===== config.mk =====
export PLATFORM = sky130hd
export DESIGN_NAME = uart_cmd_driver
export DESIGN_NICKNAME = d
export VERILOG_FILES = /design/src/rtl/uart_cmd_driver.sv
export SDC_FILE = /design/constraint.sdc
export NUM_CORES = 1
export LEC_CHECK = 0
export CAP_MARGIN = 5
export CORE_ASPECT_RATIO = 1.4
export CORE_UTILIZATION = 33
export CTS_BUF_LIST = sky130_fd_sc_hd__clkbuf_2 sky130_fd_sc_hd__clkbuf_4 sky130_fd_sc_hd__clkbuf_8
export CTS_CLUSTER_DIAMETER = 50
export CTS_CLUSTER_SIZE = 16
export DETAILED_ROUTE_END_ITERATION = 8
export PLACE_DENSITY = 0.68
export SLEW_MARGIN = 20
export SYNTH_ARGS = -nofsm -noshare
export SYNTH_HDL_FRONTEND = slang
export SYNTH_SLANG_ARGS = --single-unit

===== constraint.sdc =====
create_clock -name clk -period 1.92 [get_ports clk]
set_clock_uncertainty 0.2 [all_clocks]
set_input_delay 0.384 -clock clk [delete_from_list [all_inputs] [get_ports clk]]
set_output_delay 0.384 -clock clk [all_outputs]
set_load 0.005 [all_outputs]

===== src/rtl/uart_cmd_driver.sv =====
// ---------------------------------------------------------------------------
// uart_cmd_driver
//
// Host-side initiator for the 7-bit UART command bus (io_in7). A request
// (op + payload byte) taken over a valid/ready handshake is turned into a
// sequence of timed command words {payload[4:0], cmd[1:0]}. Each command word
// is held for HOLD_CYCLES cycles. After each word, the idle word 7'h03 is held
// for GAP_CYCLES cycles.
//
// Optional feature macro: UART_CMD_DRIVER_CHECK_EN
//   When this macro is defined, DATA and PREDIV transactions get an extra CHECK
//   beat, {1, lo^hi, 2'b11}, followed by an idle gap.
//
// Ports:
//   clk          in   clock
//   reset        in   synchronous, active-high reset
//   req_valid    in   request present
//   req_ready    out  driver can accept a request (high only when idle)
//   req_op       in   0=DATA, 1=CONFIG, 2=PREDIV, 3=RESET
//   req_payload  in   byte for DATA/PREDIV, [3:0] for CONFIG, ignored for RESET
//   bus_out      out  command word to the device's io_in7 (registered)
//   busy         out  transaction in progress
//   done         out  one-cycle pulse when a transaction completes
// ---------------------------------------------------------------------------
module uart_cmd_driver #(
   parameter int HOLD_CYCLES = 4,
   parameter int GAP_CYCLES  = 2,
   parameter int CNT_W       = 8
) (
   input  logic       clk,
   input  logic       reset,
   input  logic       req_valid,
   output logic       req_ready,
   input  logic [1:0] req_op,
   input  logic [7:0] req_payload,
   output logic [6:0] bus_out,
   output logic       busy,
   output logic       done
);

   localparam logic [1:0] OP_DATA   = 2'd0;
   localparam logic [1:0] OP_CONFIG = 2'd1;
   localparam logic [1:0] OP_PREDIV = 2'd2;
   localparam logic [1:0] OP_RESET  = 2'd3;

   localparam logic [6:0] IDLE_WORD = 7'h03;

   localparam logic [CNT_W-1:0] HOLD_LOAD = CNT_W'(HOLD_CYCLES - 1);
   localparam logic [CNT_W-1:0] GAP_LOAD  = CNT_W'((GAP_CYCLES > 0) ? GAP_CYCLES - 1 : 0);
   localparam bit               HAS_GAP   = (GAP_CYCLES > 0);

   typedef enum logic [2:0] {
      S_IDLE  = 3'd0,
      S_BEAT0 = 3'd1,
      S_GAP0  = 3'd2,
      S_BEAT1 = 3'd3,
`ifdef UART_CMD_DRIVER_CHECK_EN
      S_GAP1  = 3'd4,
      S_CHECK = 3'd5,
      S_GAPC  = 3'd6
`else
      S_GAP1  = 3'd4
`endif
   } state_t;

   state_t           state, state_nxt;
   logic [CNT_W-1:0] cnt, cnt_nxt;
   logic [1:0]       op_q;
   logic [7:0]       pay_q;
   logic [6:0]       bus_nxt;
   logic             done_nxt;

   logic       accept;
   logic       two_beat;
   logic [1:0] cur_op;
   logic [7:0] cur_pay;
   logic       cnt_zero;

   // First word of every transaction. RESET uses the reserved payload 5'b11000.
   // CONFIG keeps bit 4 clear, so it can never alias that payload.
   function automatic logic [6:0] beat0_word(input logic [1:0] op, input logic [7:0] pay);
      logic [6:0] w;
      case (op)
         OP_DATA:   w = {1'b0, pay[3:0], 2'b00};
         OP_CONFIG: w = {1'b0, pay[3:0], 2'b01};
         OP_PREDIV: w = {1'b0, pay[3:0], 2'b10};
         default:   w = {5'b11000, 2'b01};
      endcase
      return w;
   endfunction

   // The high nibble uses the same cmd code as beat 0, with bit 4 set.
   function automatic logic [6:0] beat1_word(input logic [1:0] op, input logic [7:0] pay);
      return {1'b1, pay[7:4], op};
   endfunction

`ifdef UART_CMD_DRIVER_CHECK_EN
   function automatic logic [6:0] check_word(input logic [7:0] pay);
      return {1'b1, pay[3:0] ^ pay[7:4], 2'b11};
   endfunction
`endif

   assign accept    = req_valid && (state == S_IDLE);
   assign two_beat  = (op_q == OP_DATA) || (op_q == OP_PREDIV);
   assign cnt_zero  = (cnt == '0);
   // In the accept cycle, the word for beat 0 comes straight from the request.
   // It does not use the latched copy.
   assign cur_op    = accept ? req_op : op_q;
   assign cur_pay   = accept ? req_payload : pay_q;

   assign req_ready = (state == S_IDLE);
   assign busy      = (state != S_IDLE);

   // State, counter and registered outputs
   always_ff @(posedge clk) begin
      if (reset) begin
         state   <= S_IDLE;
         cnt     <= '0;
         bus_out <= IDLE_WORD;
         done    <= 1'b0;
      end else begin
         state   <= state_nxt;
         cnt     <= cnt_nxt;
         bus_out <= bus_nxt;
         done    <= done_nxt;
      end
   end

   // The request is latched without a reset, because it is only read after an
   // accept.
   always_ff @(posedge clk) begin
      if (!reset && accept) begin
         op_q  <= req_op;
         pay_q <= req_payload;
      end
   end

   // Next-state and counter
   always_comb begin
      state_nxt = state;
      cnt_nxt   = cnt;
      case (state)
         S_IDLE: begin
            if (req_valid) state_nxt = S_BEAT0;
         end
         S_BEAT0: begin
            if (cnt_zero) begin
               if (HAS_GAP)       state_nxt = S_GAP0;
               else if (two_beat) state_nxt = S_BEAT1;
               else               state_nxt = S_IDLE;
            end
         end
         S_GAP0: begin
            if (cnt_zero) state_nxt = two_beat ? S_BEAT1 : S_IDLE;
         end
         S_BEAT1: begin
            if (cnt_zero) begin
`ifdef UART_CMD_DRIVER_CHECK_EN
               state_nxt = HAS_GAP ? S_GAP1 : S_CHECK;
`else
               state_nxt = HAS_GAP ? S_GAP1 : S_IDLE;
`endif
            end
         end
         S_GAP1: begin
`ifdef UART_CMD_DRIVER_CHECK_EN
            if (cnt_zero) state_nxt = S_CHECK;
`else
            if (cnt_zero) state_nxt = S_IDLE;
`endif
         end
`ifdef UART_CMD_DRIVER_CHECK_EN
         S_CHECK: begin
            if (cnt_zero) state_nxt = HAS_GAP ? S_GAPC : S_IDLE;
         end
         S_GAPC: begin
            if (cnt_zero) state_nxt = S_IDLE;
         end
`endif
         default: state_nxt = S_IDLE;
      endcase

      // The counter reloads only when the state changes, so it never wraps.
      if (state_nxt != state) begin
         case (state_nxt)
            S_IDLE: cnt_nxt = '0;
            S_GAP0, S_GAP1: cnt_nxt = GAP_LOAD;
`ifdef UART_CMD_DRIVER_CHECK_EN
            S_GAPC: cnt_nxt = GAP_LOAD;
`endif
            default: cnt_nxt = HOLD_LOAD;
         endcase
      end else if (!cnt_zero) begin
         cnt_nxt = cnt - 1'b1;
      end
   end

   // Output words, based on the state being entered
   always_comb begin
      bus_nxt  = IDLE_WORD;
      done_nxt = (state_nxt == S_IDLE) && (state != S_IDLE);
      case (state_nxt)
         S_BEAT0: bus_nxt = beat0_word(cur_op, cur_pay);
         S_BEAT1: bus_nxt = beat1_word(cur_op, cur_pay);
`ifdef UART_CMD_DRIVER_CHECK_EN
         S_CHECK: bus_nxt = check_word(cur_pay);
`endif
         default: bus_nxt = IDLE_WORD;
      endcase
   end

endmodule


* Word-level counts from Yosys, hierarchy flattened *
Cells that the tools add are included.

operators by class
  mux-type cells = 14
  add/subtract/negate cells = 1
  equality and inequality tests = 13
  reductions and logical operators = 12

operators by type and width
  cell                   number
  $mux W8                3
  $pmux W7 S3            1
  $mux W3                5
  $pmux W3 S5            1
  $pmux W7 S2            1
  $eq A3 B2 Y1 const B   4
  $logic_not A8 Y1       1
  $sub A8 B1 Y8 const B  1
  $eq A3 B1 Y1 const B   2
  $eq A3 B3 Y1 const B   2
  $logic_not A3 Y1       2
  $eq A2 B2 Y1 const B   2
  $logic_not A2 Y1       2
  $mux W2                2
  $pmux W2 S2            1
  $logic_and A1 B1 Y1    3
  $ne A3 B3 Y1           1
  $reduce_bool A3 Y1     1
  $eq A2 B1 Y1 const B   1
  $ne A2 B1 Y1 const B   1
  $reduce_or A2 Y1       1
  $logic_not A1 Y1       1
  $logic_or A1 B1 Y1     1

storage, ports and cells
  bits of input ports = 13
  output and inout bits = 10
  register bits = 29

* Logic depth before layout (Yosys ltp) *
  depth after elaboration = 9
  gate-level depth with buffers = 8

* Least setup slack after synthesis *
OpenSTA, ideal clock, no wires.

  path type = flip-flop to flip-flop
  start = register cnt[0]
  end = register bus_out[5]
  clock period less this slack = 2.032 ns
  slack = -0.112 ns
  path buffers = 1
  cell stages (with the launch flop) = 9
  setup time = 0.065 ns
  arrival time = 1.767 ns
  cells stage by stage = dfxtp_1 > inv_1 > ha_1 > nor3b_2 > and2_1 > buf_4 > o32a_1 > o32a_1 > nor2_1

on the way
  longest elaborated chain between the ends = 5
  elaborated cells between the ends (all ways) = 9
  those cells by class = eq/ne (2); mux (6); reduce/logical (1)

RTL lines
  item                                                 line  RTL
  from (decl)                                          67    logic [CNT_W-1:0] cnt, cnt_nxt;
  from (signal assigned)                               123   cnt <= cnt_nxt;
  $logic_not A8 Y1 *                                   105   assign cnt_zero = (cnt == '0);
  $mux W3 (on tied branches)                           --
  $pmux W3 S5 *                                        142   case (state)
  $eq A3 B2 Y1 / $eq A3 B1 Y1 (equally long branches)  202   case (state_nxt)
  $pmux W7 S2 *                                        202
  to (signal assigned)                                 124   bus_out <= bus_nxt;
  to (decl)                                            36    output logic [6:0] bus_out,

Every way passes the cells marked *; elsewhere a longest branch is shown, timed or not.
A chain may end at the register's enable or synchronous reset.

* Worst setup path in the final report *
Ends and elaborated chain as after synthesis.

==> metrics.yaml <==
fin_crit_sh: 1.02
yosys.area.top_type_share: 0.277
drv_slew: 0
drive_gt1_frac: 0.313
final_cells: 225
ys_ff_latch: 29
cp_data_required_time_ns: 1.94
drt_wl_total_um: 3400
ys.flop_type: "dfxtp_1"
synth_nets: 149
hold_slack_ns: 0.348
hold_buffers: 0
async_reset_ff_frac: 0
path_clk_slew_ns: 0.06
grt_pass1_vias: 1237
min_path_type: "flop to flop"
die_w_um: 56.6
syn_inst: 135
portBuffers: 22
dieArea_um2: 4430
wl_per_cell_um: 15.1
dp_cells: 214
ant_nets: 0
drc_errors: 0
cts_num_sinks: 29
die_h_um: 78.4
yosysMostFrequentCell: "nor2_1"
synth_area_um2: 1380
cts_tree: "built"
slew_headroom: 0.738
rows: 27
core_area_um2: 3950
grt_max_degree: 12
synth_common_cells: "nor2_1 (20), dfxtp_1 (19), a21oi_1 (10), edfxtp_1 (10), mux2i_1 (6)"
drt-initial-drc-count: 54
hold_violations: 0
rsz0062_at_grt: "yes"
synth_area_leaders: "dfxtp_1 (28%), edfxtp_1 (22%), nor2_1 (5.5%)"
leakagePower_nw: 0.762
syn_to_final_growth_pct: 42.7
place.gp.congestion: 0.834
fin_util: 0.496
power_mw: 3.03
numCtsBuffers: 5
pin_count: 23
max_freq_mhz: 508
via_per_inst: 5.34
first_pass_iters: 4
status: "finished, violations left"
violations: "negative setup slack"
yosysUniqueCellTypes: 41
endpoint_kind: "flop"
crit_fanout: 5
synth_edf_count: 10
dpl.hpwl_um: 2500
worst_pin_slew_ns: 0.388
postLayoutSetupSlackWorst_ns: -0.0471
syn_area_per_cell_um2: 10.2
period_minus_slack_ns: 1.97
insertion_delay_ns: 0.28
finalSetupViolations: 1
antenna_cells: 0
cts.htree.levels: 2
power_density_nw_per_um2: 1550
yosysTopAreaCell: "dfxtp_1"
start_kind: "flop"
grt_util_all_layers: 0.162
grt_pass1_wl_um: 5560
cts_buffer_depth: 2
yosys_warnings: 0
antenna_found_initial: 0
critical_path_class: "flop to flop"
ys_seq_area_frac: 0.495
num_vias: 1201
overflow: 0
root_buffer: "clkbuf_8"
crit_arrival_ns: 1.99
ir_drop_uv: 902
initial_utilization: 0.348
drv_cap: 0
fin_nets: 195
[where the power goes]
part	internal (mW)	leakage (nW)	switching (mW)
clock	0.283	0.0486	0.228
sequential	0.785	0.250	0.108
combinational	0.825	0.463	0.806
[timing repair]
item / CTS / global route
pin swaps: 1 / 10
setup endpoints to repair: 3 / 14
setup buffers: 1 / 3
gates resized for setup: 4 / 16
[kinds of logic after synthesis]
family	count (synthesis)	share of synthesized area
mux	7	0.0519
fa+ha+maj	2	0.0164
simple gates	51	0.215
xor+xnor	4	0.0255
buf+inv	9	0.0282
flops	29	0.495
compound gates	33	0.168
[critical path: stages (launching register included)]
cell and delay, ns:
dfxtp_2 0.34, inv_2 0.05, ha_4 0.15, nor3b_4 0.15, buf_6 0.13, and2_4 0.17
o32a_1 0.34, o32a_1 0.29, nor2_1 0.08
[flip-flops by register name, summed over array words and instances, names as in the netlist]
| name | count |
|---|---|
| state | 3 |
| pay_q | 8 |
| done | 1 |
| cnt | 8 |
| bus_out | 7 |
| op_q | 2 |
[final timing paths]
check                                        endpoint  cells after the start  slack (ns)           startpoint
worst max register to register  bus_out[5]$_SDFF_PP0_                      8       -0.05  cnt[0]$_SDFFE_PP0P_
worst min-delay path            bus_out[3]$_SDFF_PP0_                      2        0.35   pay_q[5]$_DFFE_PP_
worst max-delay path            bus_out[5]$_SDFF_PP0_                      8       -0.05  cnt[0]$_SDFFE_PP0P_
worst min register to register  bus_out[3]$_SDFF_PP0_                      2        0.35   pay_q[5]$_DFFE_PP_
[area by class of cell]
type,instances,area [um2]
sequential,29,687
fill,367,1990
clock inverter,2,8.76
tap,43,53.8
timing repair buffer,44,387
clock buffer,6,82.6
multi-input combinational,97,728
inverter,4,15.0
[layout by cell type (no fill, tap or decap), drive strengths merged, types with 2 or more instances in the layout]
cell | synthesis | routed
nand2 | 7 | 7
xor2 | 4 | 4
o21ai | 4 | 4
nor3 | 4 | 4
clkinv | 0 | 2
dlygate4sd2 | 0 | 2
a22oi | 2 | 2
inv | 4 | 4
buf | 2 | 22
nand3 | 5 | 5
edfxtp | 10 | 10
a31oi | 3 | 3
a32o | 3 | 3
nor3b | 2 | 2
o2bb2ai | 3 | 3
nor2 | 20 | 20
clkdlybuf4s50 | 0 | 20
a32oi | 2 | 2
dfxtp | 19 | 19
nand2b | 2 | 2
clkbuf | 3 | 6
mux2i | 6 | 6
a21oi | 11 | 11
o32a | 2 | 2
or2 | 4 | 4
nor2b | 2 | 2
[metal layers]
layer  routed length (um)  GRT usage  up-vias
met2                 1820      0.288       27
met5                    0          0        -
met4                   81     0.0756        0
met1                 1380      0.179      579
li1                     -          -      587
met3                  128     0.0379        8
[stage by stage]
stage / setup TNS, ns / instance area, um2 / setup WS, ns
floorplan: -0.0244 / 1390 / -0.0244
detailed placement: -0.216 / 1780 / -0.0434
CTS: 0 / 1890 / 0.0123
global placement: -0.0543 / 1780 / -0.0543
finish: -0.0471 / 1960 / -0.0471
global route: -0.652 / 1960 / -0.110
No activity file was read; power rests on OpenSTA's default activity.
